===== config.mk =====
export PLATFORM = sky130hd
export DESIGN_NAME = isa_read_server
export DESIGN_NICKNAME = d
export VERILOG_FILES = /design/src/rtl/ap_mem_pkg.sv /design/src/rtl/isa_burst_splitter.sv /design/src/rtl/isa_read_server.sv
export SDC_FILE = /design/constraint.sdc
export NUM_CORES = 1
export LEC_CHECK = 0
export ABC_AREA = 1
export CORE_MARGIN = 5
export CORE_UTILIZATION = 50
export CTS_CLUSTER_DIAMETER = 150
export DETAILED_ROUTE_END_ITERATION = 12
export PLACE_DENSITY = 0.92
export SYNTH_ARGS = -nofsm -noshare
export SYNTH_HDL_FRONTEND = slang
export SYNTH_HIERARCHICAL = 1
export SYNTH_SLANG_ARGS = --single-unit

===== constraint.sdc =====
create_clock -name clk -period 5.8 [get_ports clk]
set_input_delay 0.58 -clock clk [delete_from_list [all_inputs] [get_ports clk]]
set_output_delay 0.58 -clock clk [all_outputs]
set_load 0.02 [all_outputs]

===== src/rtl/ap_mem_pkg.sv =====
// Shared definitions for the memory-side responders: FSM encoding, address stride
// and the instruction field layout that fixes the instruction width.
package ap_mem_pkg;

  typedef enum logic [1:0] {
    ST_IDLE = 2'd0,
    ST_REQ  = 2'd1,
    ST_DATA = 2'd2,
    ST_DONE = 2'd3
  } isa_state_e;

  localparam int WORD_BYTES = 8;

  localparam int OPCODE_W   = 4;
  localparam int CAM_ADDR_W = 8;
  localparam int OPERAND2_W = 2;
  localparam int MEM_ADDR_W = 16;
  localparam int ISA_W      = OPCODE_W + CAM_ADDR_W + OPERAND2_W + MEM_ADDR_W;

  typedef struct packed {
    logic [OPCODE_W-1:0]   opcode;
    logic [CAM_ADDR_W-1:0] cam_addr;
    logic [OPERAND2_W-1:0] operand2;
    logic [MEM_ADDR_W-1:0] mem_addr;
  } isa_word_t;

endpackage


===== src/rtl/isa_burst_splitter.sv =====
// Splits a long fetch into bursts of at most MAX_BURST beats; tracks how many beats
// have been requested so far and derives the next burst address and length.
module isa_burst_splitter
  import ap_mem_pkg::*;
#(
  parameter int ADDR_W       = 28,
  parameter int LEN_W        = 10,
  parameter int MAX_BURST    = 64,
  parameter int WORD_BYTES_P = WORD_BYTES
) (
  input  logic              clk,
  input  logic              rst,
  input  logic              clear,
  input  logic              advance,
  input  logic [ADDR_W-1:0] base_addr,
  input  logic [LEN_W-1:0]  total_len,
  output logic [LEN_W-1:0]  chunk_len,
  output logic [ADDR_W-1:0] burst_addr,
  output logic              last_chunk
);

  logic [LEN_W-1:0] issued_q;
  logic [LEN_W-1:0] issued_d;
  logic [LEN_W-1:0] remaining;
  logic [LEN_W-1:0] issued_after;

  localparam logic [LEN_W-1:0] MAX_LEN = LEN_W'(MAX_BURST);

  always_comb begin
    remaining    = total_len - issued_q;
    chunk_len    = (remaining > MAX_LEN) ? MAX_LEN : remaining;
    issued_after = issued_q + chunk_len;
    last_chunk   = !(issued_after < total_len);
    // Offset is formed at full address width so the sum wraps instead of saturating.
    burst_addr   = base_addr + (ADDR_W'(issued_q) * ADDR_W'(WORD_BYTES_P));
  end

  always_comb begin
    issued_d = issued_q;
    if (clear) begin
      issued_d = '0;
    end else if (advance) begin
      issued_d = issued_after;
    end
  end

  always_ff @(posedge clk) begin
    if (rst) begin
      issued_q <= '0;
    end else begin
      issued_q <= issued_d;
    end
  end

endmodule


===== src/rtl/isa_read_server.sv =====
// Serves instruction-cache fetch requests by issuing DDR burst reads and returning
// one instruction per beat with a running delivered count.
module isa_read_server
  import ap_mem_pkg::*;
#(
  parameter int DDR_ADDR_WIDTH = 28,
  parameter int DDR_DATA_WIDTH = 64,
  parameter int ISA_WIDTH      = ISA_W,
  parameter int LEN_WIDTH      = 10,
  parameter int MAX_BURST      = 64,
  parameter int WORD_BYTES_P   = WORD_BYTES
) (
  input  logic                      clk,
  input  logic                      rst,
  input  logic                      ISA_read_req,
  input  logic [DDR_ADDR_WIDTH-1:0] ISA_read_addr,
  input  logic [LEN_WIDTH-1:0]      isa_read_len,
  output logic [ISA_WIDTH-1:0]      instruction_to_cache,
  output logic [LEN_WIDTH-1:0]      rd_cnt_isa,
  output logic                      rd_burst_data_valid,
  output logic                      busy,
  output logic                      ddr_rd_burst_req,
  output logic [DDR_ADDR_WIDTH-1:0] ddr_rd_burst_addr,
  output logic [LEN_WIDTH-1:0]      ddr_rd_burst_len,
  input  logic [DDR_DATA_WIDTH-1:0] ddr_rd_burst_data,
  input  logic                      ddr_rd_burst_data_valid,
  input  logic                      ddr_rd_burst_finish
);

  isa_state_e                state_q, state_d;
  logic [DDR_ADDR_WIDTH-1:0] base_q, base_d;
  logic [LEN_WIDTH-1:0]      len_q, len_d;
  logic [LEN_WIDTH-1:0]      rd_cnt_q, rd_cnt_d;
  logic [ISA_WIDTH-1:0]      instr_q, instr_d;
  logic                      valid_q, valid_d;
  logic                      ddr_req_q, ddr_req_d;
  logic [DDR_ADDR_WIDTH-1:0] ddr_addr_q, ddr_addr_d;
  logic [LEN_WIDTH-1:0]      ddr_len_q, ddr_len_d;
  logic                      abort_q, abort_d;

  logic                      split_clear;
  logic                      split_advance;
  logic [LEN_WIDTH-1:0]      split_chunk;
  logic [DDR_ADDR_WIDTH-1:0] split_addr;
  logic                      split_last;
  logic                      beat_drop;
  logic                      unused_data_hi;

  assign unused_data_hi = ^ddr_rd_burst_data[DDR_DATA_WIDTH-1:ISA_WIDTH];

  isa_burst_splitter #(
    .ADDR_W      (DDR_ADDR_WIDTH),
    .LEN_W       (LEN_WIDTH),
    .MAX_BURST   (MAX_BURST),
    .WORD_BYTES_P(WORD_BYTES_P)
  ) u_splitter (
    .clk       (clk),
    .rst       (rst),
    .clear     (split_clear),
    .advance   (split_advance),
    .base_addr (base_q),
    .total_len (len_q),
    .chunk_len (split_chunk),
    .burst_addr(split_addr),
    .last_chunk(split_last)
  );

  always_comb begin
    state_d       = state_q;
    base_d        = base_q;
    len_d         = len_q;
    rd_cnt_d      = rd_cnt_q;
    instr_d       = instr_q;
    valid_d       = 1'b0;
    ddr_req_d     = ddr_req_q;
    ddr_addr_d    = ddr_addr_q;
    ddr_len_d     = ddr_len_q;
    abort_d       = abort_q;
    split_clear   = 1'b0;
    split_advance = 1'b0;
    beat_drop     = abort_q || !ISA_read_req;

    case (state_q)
      ST_IDLE: begin
        if (ISA_read_req) begin
          base_d      = ISA_read_addr;
          len_d       = isa_read_len;
          rd_cnt_d    = '0;
          abort_d     = 1'b0;
          split_clear = 1'b1;
          state_d     = (isa_read_len == '0) ? ST_DONE : ST_REQ;
        end
      end
      ST_REQ: begin
        ddr_req_d  = 1'b1;
        ddr_addr_d = split_addr;
        ddr_len_d  = split_chunk;
        if (!ISA_read_req) abort_d = 1'b1;
        state_d    = ST_DATA;
      end
      ST_DATA: begin
        if (!ISA_read_req) abort_d = 1'b1;
        // A beat in the finish cycle is counted before the finish transition.
        if (ddr_rd_burst_data_valid && !beat_drop && (rd_cnt_q < len_q)) begin
          instr_d  = ddr_rd_burst_data[ISA_WIDTH-1:0];
          rd_cnt_d = rd_cnt_q + LEN_WIDTH'(1);
          valid_d  = 1'b1;
        end
        if (ddr_rd_burst_finish) begin
          ddr_req_d = 1'b0;
          if (beat_drop) begin
            rd_cnt_d = '0;
            abort_d  = 1'b0;
            state_d  = ST_IDLE;
          end else begin
            split_advance = 1'b1;
            state_d       = split_last ? ST_DONE : ST_REQ;
          end
        end
      end
      ST_DONE: begin
        if (!ISA_read_req) begin
          rd_cnt_d = '0;
          state_d  = ST_IDLE;
        end
      end
      default: state_d = ST_IDLE;
    endcase
  end

  always_ff @(posedge clk) begin
    if (rst) begin
      state_q    <= ST_IDLE;
      base_q     <= '0;
      len_q      <= '0;
      rd_cnt_q   <= '0;
      instr_q    <= '0;
      valid_q    <= 1'b0;
      ddr_req_q  <= 1'b0;
      ddr_addr_q <= '0;
      ddr_len_q  <= '0;
      abort_q    <= 1'b0;
    end else begin
      state_q    <= state_d;
      base_q     <= base_d;
      len_q      <= len_d;
      rd_cnt_q   <= rd_cnt_d;
      instr_q    <= instr_d;
      valid_q    <= valid_d;
      ddr_req_q  <= ddr_req_d;
      ddr_addr_q <= ddr_addr_d;
      ddr_len_q  <= ddr_len_d;
      abort_q    <= abort_d;
    end
  end

  assign instruction_to_cache = instr_q;
  assign rd_cnt_isa           = rd_cnt_q;
  assign rd_burst_data_valid  = valid_q;
  assign busy                 = (state_q != ST_IDLE);
  assign ddr_rd_burst_req     = ddr_req_q;
  assign ddr_rd_burst_addr    = ddr_addr_q;
  assign ddr_rd_burst_len     = ddr_len_q;

endmodule


==> results of run 1 <==
## registers in the layout, indices dropped and copies added, names as in the netlist
signal / cells
abort_q: 1
base_q: 28
ddr_rd_burst_addr: 28
ddr_rd_burst_len: 10
ddr_rd_burst_req: 1
instruction_to_cache: 30
len_q: 10
rd_burst_data_valid: 1
rd_cnt_isa: 10
state_q: 2
u_splitter/issued_q: 10
## cell families (layout without fill, tap and decap cells)
| group | count (synthesis) | after routing | share of synthesized area [%] |
|---|---|---|---|
| AO/OA/AOI/OAI | 205 | 205 | 14.7 |
| XOR/XNOR | 29 | 29 | 3.46 |
| adder cells (fa/ha/maj) | 54 | 54 | 9.50 |
| buffers and inverters | 159 | 306 | 9.19 |
| flip-flops | 131 | 131 | 35.7 |
| other | 1 | 5 | 0.0510 |
| AND/OR/NAND/NOR | 463 | 463 | 27.5 |
## worst register-to-register path: cells and delay by family, from the launching register on
family,cells,cell delay [ns]
buffers and inverters,4,0.34
adders and majority gates,4,1.29
DFF,1,0.46
and+or+nand+nor,12,1.11
AOI/OAI and AO/OA,9,1.82
## cells in the final DEF, fill, tap and decap left out, types with 5 or more instances in the layout
cell type        instances
nor2_2                  30
clkbuf_16               17
nor3_1                   5
nand3_1                 43
nand2_1                139
nor2_1                 218
o21ai_1                 27
xnor2_1                  9
a21oi_1                 58
dfxtp_1                131
clkdlybuf4s50_1        153
o21ai_0                106
conb_1                   5
ha_1                    51
xor2_1                  20
inv_1                  113
## worst max-delay path by stage
stage | to | from | slack (ns) | cells past startpoint
2_1_floorplan | state_q[1] | len_q[0] | 1.65 | 29
3_3_place_gp | state_q[1] | len_q[0] | 1.10 | 33
3_5_place_dp | state_q[1] | len_q[0] | 0.85 | 29
4_1_cts | state_q[1] | len_q[0] | 0.81 | 29
5_1_grt | state_q[1] | len_q[0] | 0.25 | 29
6_report | state_q[1] | len_q[0] | 0.69 | 29
## cell type report
class | instances | area (µm²)
clock inverter | 11 | 125
tap | 184 | 230
fill | 1170 | 4970
multi-input combinational | 756 | 4070
sequential | 131 | 2620
inverter | 117 | 442
clock buffer | 21 | 460
timing repair buffer | 157 | 1560
## power by group
part / total, mW / leakage (nW) / switching [mW] / internal [mW]
Sequential: 1.28 / 1.07 / 0.159 / 1.13
Combinational: 1.83 / 2.97 / 1.13 / 0.701
Clock: 1.07 / 0.284 / 0.414 / 0.657
## routing by layer
metal / global-route usage (%) / up-vias / share of wire (%)
li1: - / 3623 / -
met1: 26.6 / 3370 / 39
met2: 40.1 / 294 / 48
met3: 8.60 / 60 / 9.1
met4: 10.0 / 0 / 3.2
met5: 0 / - / 0
## per-stage QoR
stage          power [mW]  setup slack (ns)
3_5_place_dp         3.09             0.848
2_1_floorplan        2.48              1.65
3_3_place_gp         3.02              1.10
6_report             4.19             0.685
5_1_grt              4.47             0.253
4_1_cts              4.19             0.814
==> impl_metrics.csv, run 1 <==
group,metric,value,unit
pwr,leakage_power_summed_over_all_cells,4.32,nW
global_routing,wire_length_of_the_first_global_routing_pass,34000,µm
min_path,hold_end,"ddr_rd_burst_addr[1]",
drt,vias,7347,
clock_network,cts.htree.levels,4,
clock_network,clock-sinks,131,
worst_setup_path,critical_path.reg2reg.startpoint,"len_q[0]",
drt,remaining_drc_errors,0,
logic_synthesis,synth_edf_count,0,
clock_network,numCtsBuffers,17,
worst_setup_path,crit_type,"flop to flop",
floorplanning,dieArea,0.0172,mm²
place,placed_cell_area,0.00892,mm²
worst_setup_path,r2r_cells,29,
min_path,worstHoldPathType,"flop to flop",
logic_synthesis,netlist_top_cells_count,"nor2_1 (218), nand2_1 (139), dfxtp_1 (131), inv_1 (114), o21ai_0 (106)",
min_path,hold_path_startpoint,"base_q[1]",
global_routing,track_usage,23.6,%
logic_synthesis,post_synth.cell_area_avg,7.05,µm²
pwr,vdd.ir_drop.worst,0.201,mV
floorplanning,coreArea,0.0145,mm²
layout,insertedDiodeCount,0,
sta,worst_pin_slew,1.02,ns
clock_network,clock_latency,0.43,ns
sta,relSlewSlack,32.0,%
floorplanning,die_w,131,µm
sta,finalSetupTns,0,ns
logic_synthesis,synth_register_bits,131,
layout,syn2layout_area_growth,29.4,%
run,maxCapViolCount,0,
sta,maxSlewViolCount,0,
clock_network,cts-resized-gates,0,
layout,final_instance_count_excl_fillers,1377,
logic_synthesis,synth-async-reset-ratio,0,%
place,dpl.hpwl,14600,µm
logic_synthesis,synth.yosys.seq_area_share,35.7,%
worst_setup_path,cp_slowest_stage_delay,0.46,ns
sta,finalCritPeriodShare,88.2,%
clock_network,cts_tree,"built",
worst_setup_path,cpMaxStageDelayCell,"dfxtp_1",
place,finalWeightedCongestion,0.940,
worst_setup_path,critical-path-top-delay-family,"compound AO/OA/AOI/OAI gates",
layout,final_nets,1341,
logic_synthesis,synthesis.area,0.00735,mm²
floorplanning,rows,44,
clock_network,cts.path.max_buffers,2,
logic_synthesis,number_of_distinct_standard_cells_referenced_by_the_synthesized_netlist,45,
layout,final_util,65.7,%
logic_synthesis,synth_most_common_cell,"nor2_1",
place,dpl.cell_count,1345,
worst_setup_path,critical_path_required,6.12,ns
drt,detailedRoute.firstPassIterationCount,5,
global_routing,total_congestion_overflow_after_global_routing,0,
sta,worst_clock_skew,0.0112,ns
drt,wl_per_cell,15.0,µm
floorplanning,ioPinCount,188,
pwr,pwr_density_cell,440,mW/mm²
min_path,hold-path-cell-count,2,
worst_setup_path,worst_case_register_to_register_setup_slack,0.69,ns
place,buffer_ports.inserted,153,
worst_setup_path,cp-start-kind,"flop",
sta,post-route-min-period,5.11,ns
layout,final_design_area_no_fill,0.00951,mm²
worst_setup_path,worst_path_arrival,5.43,ns
drt,drt-initial-drc-count,564,
sta,timing.final.hold_violations,0,
outcome,outcome,"finished clean",
logic_synthesis,synth_warn,6,
logic_synthesis,post-synth-top-area-cell,"dfxtp_1",
worst_setup_path,path_buf_inv,4,
global_routing,first_global_vias,7169,
clock_network,post_cts_hold_buffer_count,0,
sta,max_freq,196,MHz
floorplanning,die_h,131,µm
logic_synthesis,synthFlopType,"dfxtp_1",
sta,setup_violations,0,
logic_synthesis,netlist.area_leader.share,35.7,%
worst_setup_path,endpoint_kind,"flop",
floorplanning,floorplan.initialDensity,50.8,%
sta,rsz0062_at_grt,"false",
global_routing,grt_start_max_net_pins,66,
logic_synthesis,count_of_mapped_cells_out_of_synthesis,1042,
drt,ant_nets,0,
worst_setup_path,crit_path_max_fanout,7,
clock_network,post-cts-setup-buffer-count,0,
clock_network,worst_setup_hold_path_clk_slew,0.06,ns
logic_synthesis,synth_area_leaders,"dfxtp_1 (36%), nor2_1 (11%), ha_1 (8.7%)",
global_routing,antenna_found_initial,0,
layout,layout-drive-gt1-share,7.12,%
sta,whs,0.488,ns
worst_setup_path,timing.critical_path.mode_cell,"nand2_1",
drt,via_per_inst,5.34,
drt,route.final.wire_length,20700,µm
clock_network,cts_root_buffer,"clkbuf_16",
worst_setup_path,worstReg2RegEnd,"state_q[1]",
(Power assumes the default switching activity.)
==> run 2, diff against run 1 <==
--- a/config.mk
+++ b/config.mk
@@ -6,8 +6,10 @@
 export NUM_CORES = 1
 export LEC_CHECK = 0
 export ABC_AREA = 1
+export CELL_PAD_IN_SITES_DETAIL_PLACEMENT = 0
+export CELL_PAD_IN_SITES_GLOBAL_PLACEMENT = 2
 export CORE_MARGIN = 5
-export CORE_UTILIZATION = 50
+export CORE_UTILIZATION = 27
 export CTS_CLUSTER_DIAMETER = 150
 export DETAILED_ROUTE_END_ITERATION = 12
 export PLACE_DENSITY = 0.92
==> run 2 against run 1 <==
  * Final area grew 2.0%
  * Register-to-register slack improved by 0.05 ns
  * Sequential cell count unchanged
  * First-iteration DRC count fell by 52%
  * Largest power group unchanged
  * Die area increased by 78%
  * Core utilization decreased by 30 points
  * Highest routed layer unchanged
  * Sequential share of layout area fell by 0.54 points
  * Clock-buffer cell count rose by 1
  * Final cell count increased by 11%
  * Non-clock buffer count increased by 1
  * Global-route usage down 9.4 points
  * Via count is 6.5% lower
==> impl_metrics.csv, run 2 (synthesized netlist as in run 1, its figures left out) <==
group,metric,value,unit
sta,timing.final.hold_violations,0,
clock_network,cts-resized-gates,0,
global_routing,first_global_vias,6882,
global_routing,total_congestion_overflow_after_global_routing,0,
clock_network,post_cts_hold_buffer_count,0,
pwr,leakage_power_summed_over_all_cells,4.31,nW
pwr,vdd.ir_drop.worst,0.194,mV
clock_network,post-cts-setup-buffer-count,0,
sta,worst_pin_slew,0.993,ns
clock_network,cts_tree,"built",
drt,route.final.wire_length,21400,µm
worst_setup_path,timing.critical_path.mode_cell,"nand2_1",
layout,multi_input_area,0.00407,mm²
worst_setup_path,cpMaxStageDelayCell,"dfxtp_1",
sta,post-route-min-period,5.06,ns
worst_setup_path,worst_path_arrival,5.37,ns
sta,finalSetupTns,0,ns
clock_network,worst_setup_hold_path_clk_slew,0.06,ns
worst_setup_path,crit_type,"flop to flop",
layout,largest_reg_flops,30,
clock_network,cts.path.max_buffers,2,
worst_setup_path,crit_path_max_fanout,7,
drt,remaining_drc_errors,0,
clock_network,clock-sinks,131,
floorplanning,coreArea,0.0269,mm²
worst_setup_path,cp-start-kind,"flop",
layout,regArea,0.00262,mm²
pwr,power.share.sequential,30.8,%
pwr,power_frac_clock,25.4,%
outcome,outcome,"finished clean",
drt,drt-initial-drc-count,268,
layout,layout_common_cells,"nor2_1 (218), clkdlybuf4s50_1 (153), nand2_1 (139), dfxtp_1 (131), inv_1 (113)",
run,maxCapViolCount,0,
pwr,finalPower,4.16,mW
floorplanning,die_h,175,µm
layout,filler_cell_count,2894,
drt,ant_nets,0,
global_routing,wire_length_of_the_first_global_routing_pass,35100,µm
place,dpl.hpwl,15900,µm
sta,rsz0062_at_grt,"false",
drt,detailedRoute.firstPassIterationCount,4,
drt,vias,6868,
drt,wl_per_cell,13.9,µm
pwr,switchingPower,1.71,mW
worst_setup_path,worst_case_register_to_register_setup_slack,0.74,ns
place,finalWeightedCongestion,0.817,
layout,layout-drive-gt1-share,7.20,%
drt,via_per_inst,4.47,
worst_setup_path,critical_path_required,6.11,ns
global_routing,track_usage,14.2,%
floorplanning,floorplan.initialDensity,27.4,%
layout,insertedDiodeCount,0,
worst_setup_path,cp_slowest_stage_delay,0.46,ns
worst_setup_path,critical-path-top-delay-family,"compound AO/OA/AOI/OAI gates",
sta,max_freq,197,MHz
floorplanning,die_w,175,µm
place,buffer_ports.inserted,153,
clock_network,numCtsBuffers,17,
global_routing,grt_start_max_net_pins,110,
layout,most_frequent_standard_cell_in_the_layout_excluding_fill_and_tap_cells,"nor2_1",
floorplanning,dieArea,0.0306,mm²
floorplanning,ioPinCount,188,
worst_setup_path,path_buf_inv,4,
worst_setup_path,endpoint_kind,"flop",
clock_network,clock_latency,0.42,ns
pwr,power.combinational.fraction,43.8,%
layout,final_nets,1342,
sta,setup_violations,0,
sta,worst_clock_skew,0.0168,ns
floorplanning,rows,60,
min_path,worstHoldPathType,"flop to flop",
pwr,internal_power,2.45,mW
sta,finalCritPeriodShare,87.3,%
sta,maxSlewViolCount,0,
pwr,sw_share,41.1,%
sta,relSlewSlack,33.8,%
global_routing,antenna_found_initial,0,
layout,syn2layout_area_growth,32.0,%
clock_network,cts.htree.levels,4,
clock_network,cts_root_buffer,"clkbuf_16",
pwr,pwr_density_cell,429,mW/mm²
==> run 2: cell types whose count changed in the layout (fill, tap and decap cells not counted), sizes merged <==
cell / change
clkbuf: +1
buf: +1
clkinv: -3
clkinvlp: +3
bufinv: -1
==> run 2: tightest hold or removal path, stage by stage, from the launching register on <==
cell	delay (ns)
dfxtp_1	0.32
nor2_1	0.05
nor2_1	0.08
==> run 2: power by group through the flow <==
stage	clock [mW]	sequential (mW)	combinational [mW]
after floorplan	0	1.43	1.06
after global placement	0	1.30	1.83
after CTS	1.09	1.29	1.85
after detailed placement	0	1.30	1.84
after global routing	1.14	1.32	2.08
final	1.06	1.28	1.82
==> run 2: worst paths after layout <==
path                                start              endpoint  cells past startpoint
worst min-delay path            base_q[1]  ddr_rd_burst_addr[1]                      2
worst max-delay path             len_q[0]            state_q[1]                     29
worst max register to register   len_q[0]            state_q[1]                     29
worst min register to register  base_q[1]  ddr_rd_burst_addr[1]                      2
==> run 2: cell type report <==
type                    instances  area share, %
multi-input cells             756           41.9
flip-flops and latches        131           27.0
repair buffers                158           16.2
clock buffers                  22           4.89
inverters                     117           4.55
well taps                     341           4.40
clock inverters                10           1.02
==> run 2: routing by layer <==
metal / share of wire (%) / vias to the layer above / track usage (%)
met5: 0 / - / 0
met4: 0.88 / 0 / 3.67
met3: 7.7 / 10 / 5.43
met2: 45 / 153 / 23.2
met1: 46 / 3078 / 17.5
li1: - / 3627 / -
==> run 2: metrics by stage <==
step           setup slack, ns  instance area (µm²)  cells  util (%)  hold slack (ns)
6_report                 0.736                 9700   1535      36.1            0.485
5_1_grt                  0.259                 9700   1535      36.1            0.524
4_1_cts                  0.739                 9700   1535      36.1            0.489
3_5_place_dp             0.790                 9130   1503      34.0            0.473
3_3_place_gp             0.896                 9130   1503      34.0            0.466
2_1_floorplan             1.65                 7370   1046         -            0.456
==> run 3, diff against run 2 <==
--- a/config.mk
+++ b/config.mk
@@ -8,6 +8,7 @@
 export ABC_AREA = 1
 export CELL_PAD_IN_SITES_DETAIL_PLACEMENT = 0
 export CELL_PAD_IN_SITES_GLOBAL_PLACEMENT = 2
+export CORE_ASPECT_RATIO = 1.4
 export CORE_MARGIN = 5
 export CORE_UTILIZATION = 27
 export CTS_CLUSTER_DIAMETER = 150
==> run 3 against run 2 <==
  * Sequential cell count stayed put
  * Critical endpoint unchanged
  * Register-to-register slack better by 0.19 ns
  * Critical path type unchanged
  * Critical path depth is 1 lower
  * Clock power is 12% higher
  * Sequential share of layout area is 0.33 points lower
  * Via count is 0.84% higher
  * Die area is 0.15% higher
  * Global-route usage hardly changed
  * Wire length is 0.53% lower
  * Final cell count is 1.6% higher
  * Core utilization is 0.40 points higher
==> impl_metrics.csv, run 3 (synthesized netlist as in run 1, its figures left out) <==
group,metric,value,unit
outcome,outcome,"finished clean",
layout,syn2layout_area_growth,33.6,%
layout,multi_input_area,0.00407,mm²
global_routing,antenna_found_initial,0,
worst_setup_path,crit_path_max_fanout,7,
global_routing,total_congestion_overflow_after_global_routing,0,
clock_network,cts_tree,"built",
drt,detailedRoute.firstPassIterationCount,5,
layout,regArea,0.00262,mm²
floorplanning,dieArea,0.0307,mm²
drt,wl_per_cell,13.7,µm
pwr,vdd.ir_drop.worst,0.212,mV
global_routing,grt_start_max_net_pins,75,
sta,whs,0.490,ns
layout,layout-drive-gt1-share,7.37,%
sta,post-route-min-period,4.88,ns
worst_setup_path,cp-start-kind,"flop",
layout,filler_cell_count,2851,
worst_setup_path,critical_path_required,6.11,ns
sta,relSlewSlack,50.4,%
clock_network,worst_setup_hold_path_clk_slew,0.06,ns
sta,finalSetupTns,0,ns
pwr,leakage_power_summed_over_all_cells,4.36,nW
clock_network,cts-resized-gates,0,
sta,timing.final.hold_violations,0,
floorplanning,die_w,149,µm
worst_setup_path,crit_type,"flop to flop",
drt,ant_nets,0,
place,finalWeightedCongestion,0.851,
pwr,pwr_density_cell,436,mW/mm²
clock_network,clock-sinks,131,
place,dpl.hpwl,16300,µm
global_routing,first_global_vias,6851,
worst_setup_path,worst_path_arrival,5.19,ns
layout,largest_reg_flops,30,
clock_network,numCtsBuffers,17,
clock_network,cts.htree.levels,4,
floorplanning,floorplan.initialDensity,27.3,%
worst_setup_path,endpoint_kind,"flop",
drt,via_per_inst,4.44,
layout,most_frequent_standard_cell_in_the_layout_excluding_fill_and_tap_cells,"nor2_1",
clock_network,clock_latency,0.42,ns
place,buffer_ports.inserted,153,
sta,maxSlewViolCount,0,
layout,final_nets,1343,
clock_network,post-cts-setup-buffer-count,0,
clock_network,cts.path.max_buffers,2,
layout,insertedDiodeCount,0,
worst_setup_path,path_buf_inv,2,
drt,vias,6926,
global_routing,wire_length_of_the_first_global_routing_pass,34700,µm
sta,worst_clock_skew,0.00843,ns
sta,finalCritPeriodShare,84.1,%
clock_network,post_cts_hold_buffer_count,0,
drt,remaining_drc_errors,0,
drt,drt-initial-drc-count,332,
floorplanning,die_h,205,µm
sta,worst_pin_slew,0.736,ns
sta,rsz0062_at_grt,"false",
layout,layout_common_cells,"nor2_1 (218), clkdlybuf4s50_1 (153), nand2_1 (139), dfxtp_1 (131), inv_1 (112)",
floorplanning,ioPinCount,188,
drt,route.final.wire_length,21300,µm
floorplanning,coreArea,0.0269,mm²
sta,setup_violations,0,
run,maxCapViolCount,0,
worst_setup_path,critical-path-top-delay-family,"compound AO/OA/AOI/OAI gates",
clock_network,cts_root_buffer,"clkbuf_16",
min_path,worstHoldPathType,"flop to flop",
worst_setup_path,cpMaxStageDelayCell,"dfxtp_1",
global_routing,track_usage,14.2,%
sta,max_freq,205,MHz
worst_setup_path,cp_slowest_stage_delay,0.45,ns
floorplanning,rows,71,
worst_setup_path,timing.critical_path.mode_cell,"nand2_1",
run 3: routing by layer:
metal	track usage (%)	wire length (µm)	vias up
met4	5.17	430	0
met5	0	0	-
met3	4.14	1300	20
met1	15.9	8610	3119
met2	25.3	11000	158
li1	-	-	3629
run 3: worst reg2reg max path: cells and delay by family (launching register included):
kind                     cells  cell delay [ns]
AO/OA/AOI/OAI                9             1.70
buffers and inverters        2             0.13
adder cells (fa/ha/maj)      4             1.24
flip-flops                   1             0.45
AND/OR/NAND/NOR             13             1.23
run 3: stage by stage:
step	cells	instance area, µm²	util (%)	worst slack, ns	power [mW]
after floorplan	1046	7370	-	1.65	2.48
after global placement	1528	9170	34.0	0.921	3.13
after detailed placement	1528	9170	34.0	0.943	3.13
after CTS	1559	9820	36.5	0.916	4.36
after global routing	1559	9820	36.5	0.449	4.64
final	1559	9820	36.5	0.925	4.28
run 3: report_power, final:
group          total, mW  internal (mW)  switching, mW
sequential          1.28           1.12          0.153
clock               1.19          0.785          0.408
combinational       1.81          0.703           1.11
run 3: layout make-up:
class,count,share of cell area [%]
Multi-Input combinational cell,756,41.4
Sequential cell,131,26.7
Timing Repair Buffer,159,16.1
Tap cell,365,4.65
Clock buffer,19,4.61
Inverter,117,4.50
Clock inverter,12,2.08
run 3: worst paths after layout:
check        slack [ns]    endpoint  cells after the start              startpoint
max                0.92  state_q[1]                     28  u_splitter/issued_q[0]
min                0.49   base_q[2]                      2               base_q[2]
max reg2reg        0.92  state_q[1]                     28  u_splitter/issued_q[0]
min reg2reg        0.49   base_q[2]                      2               base_q[2]
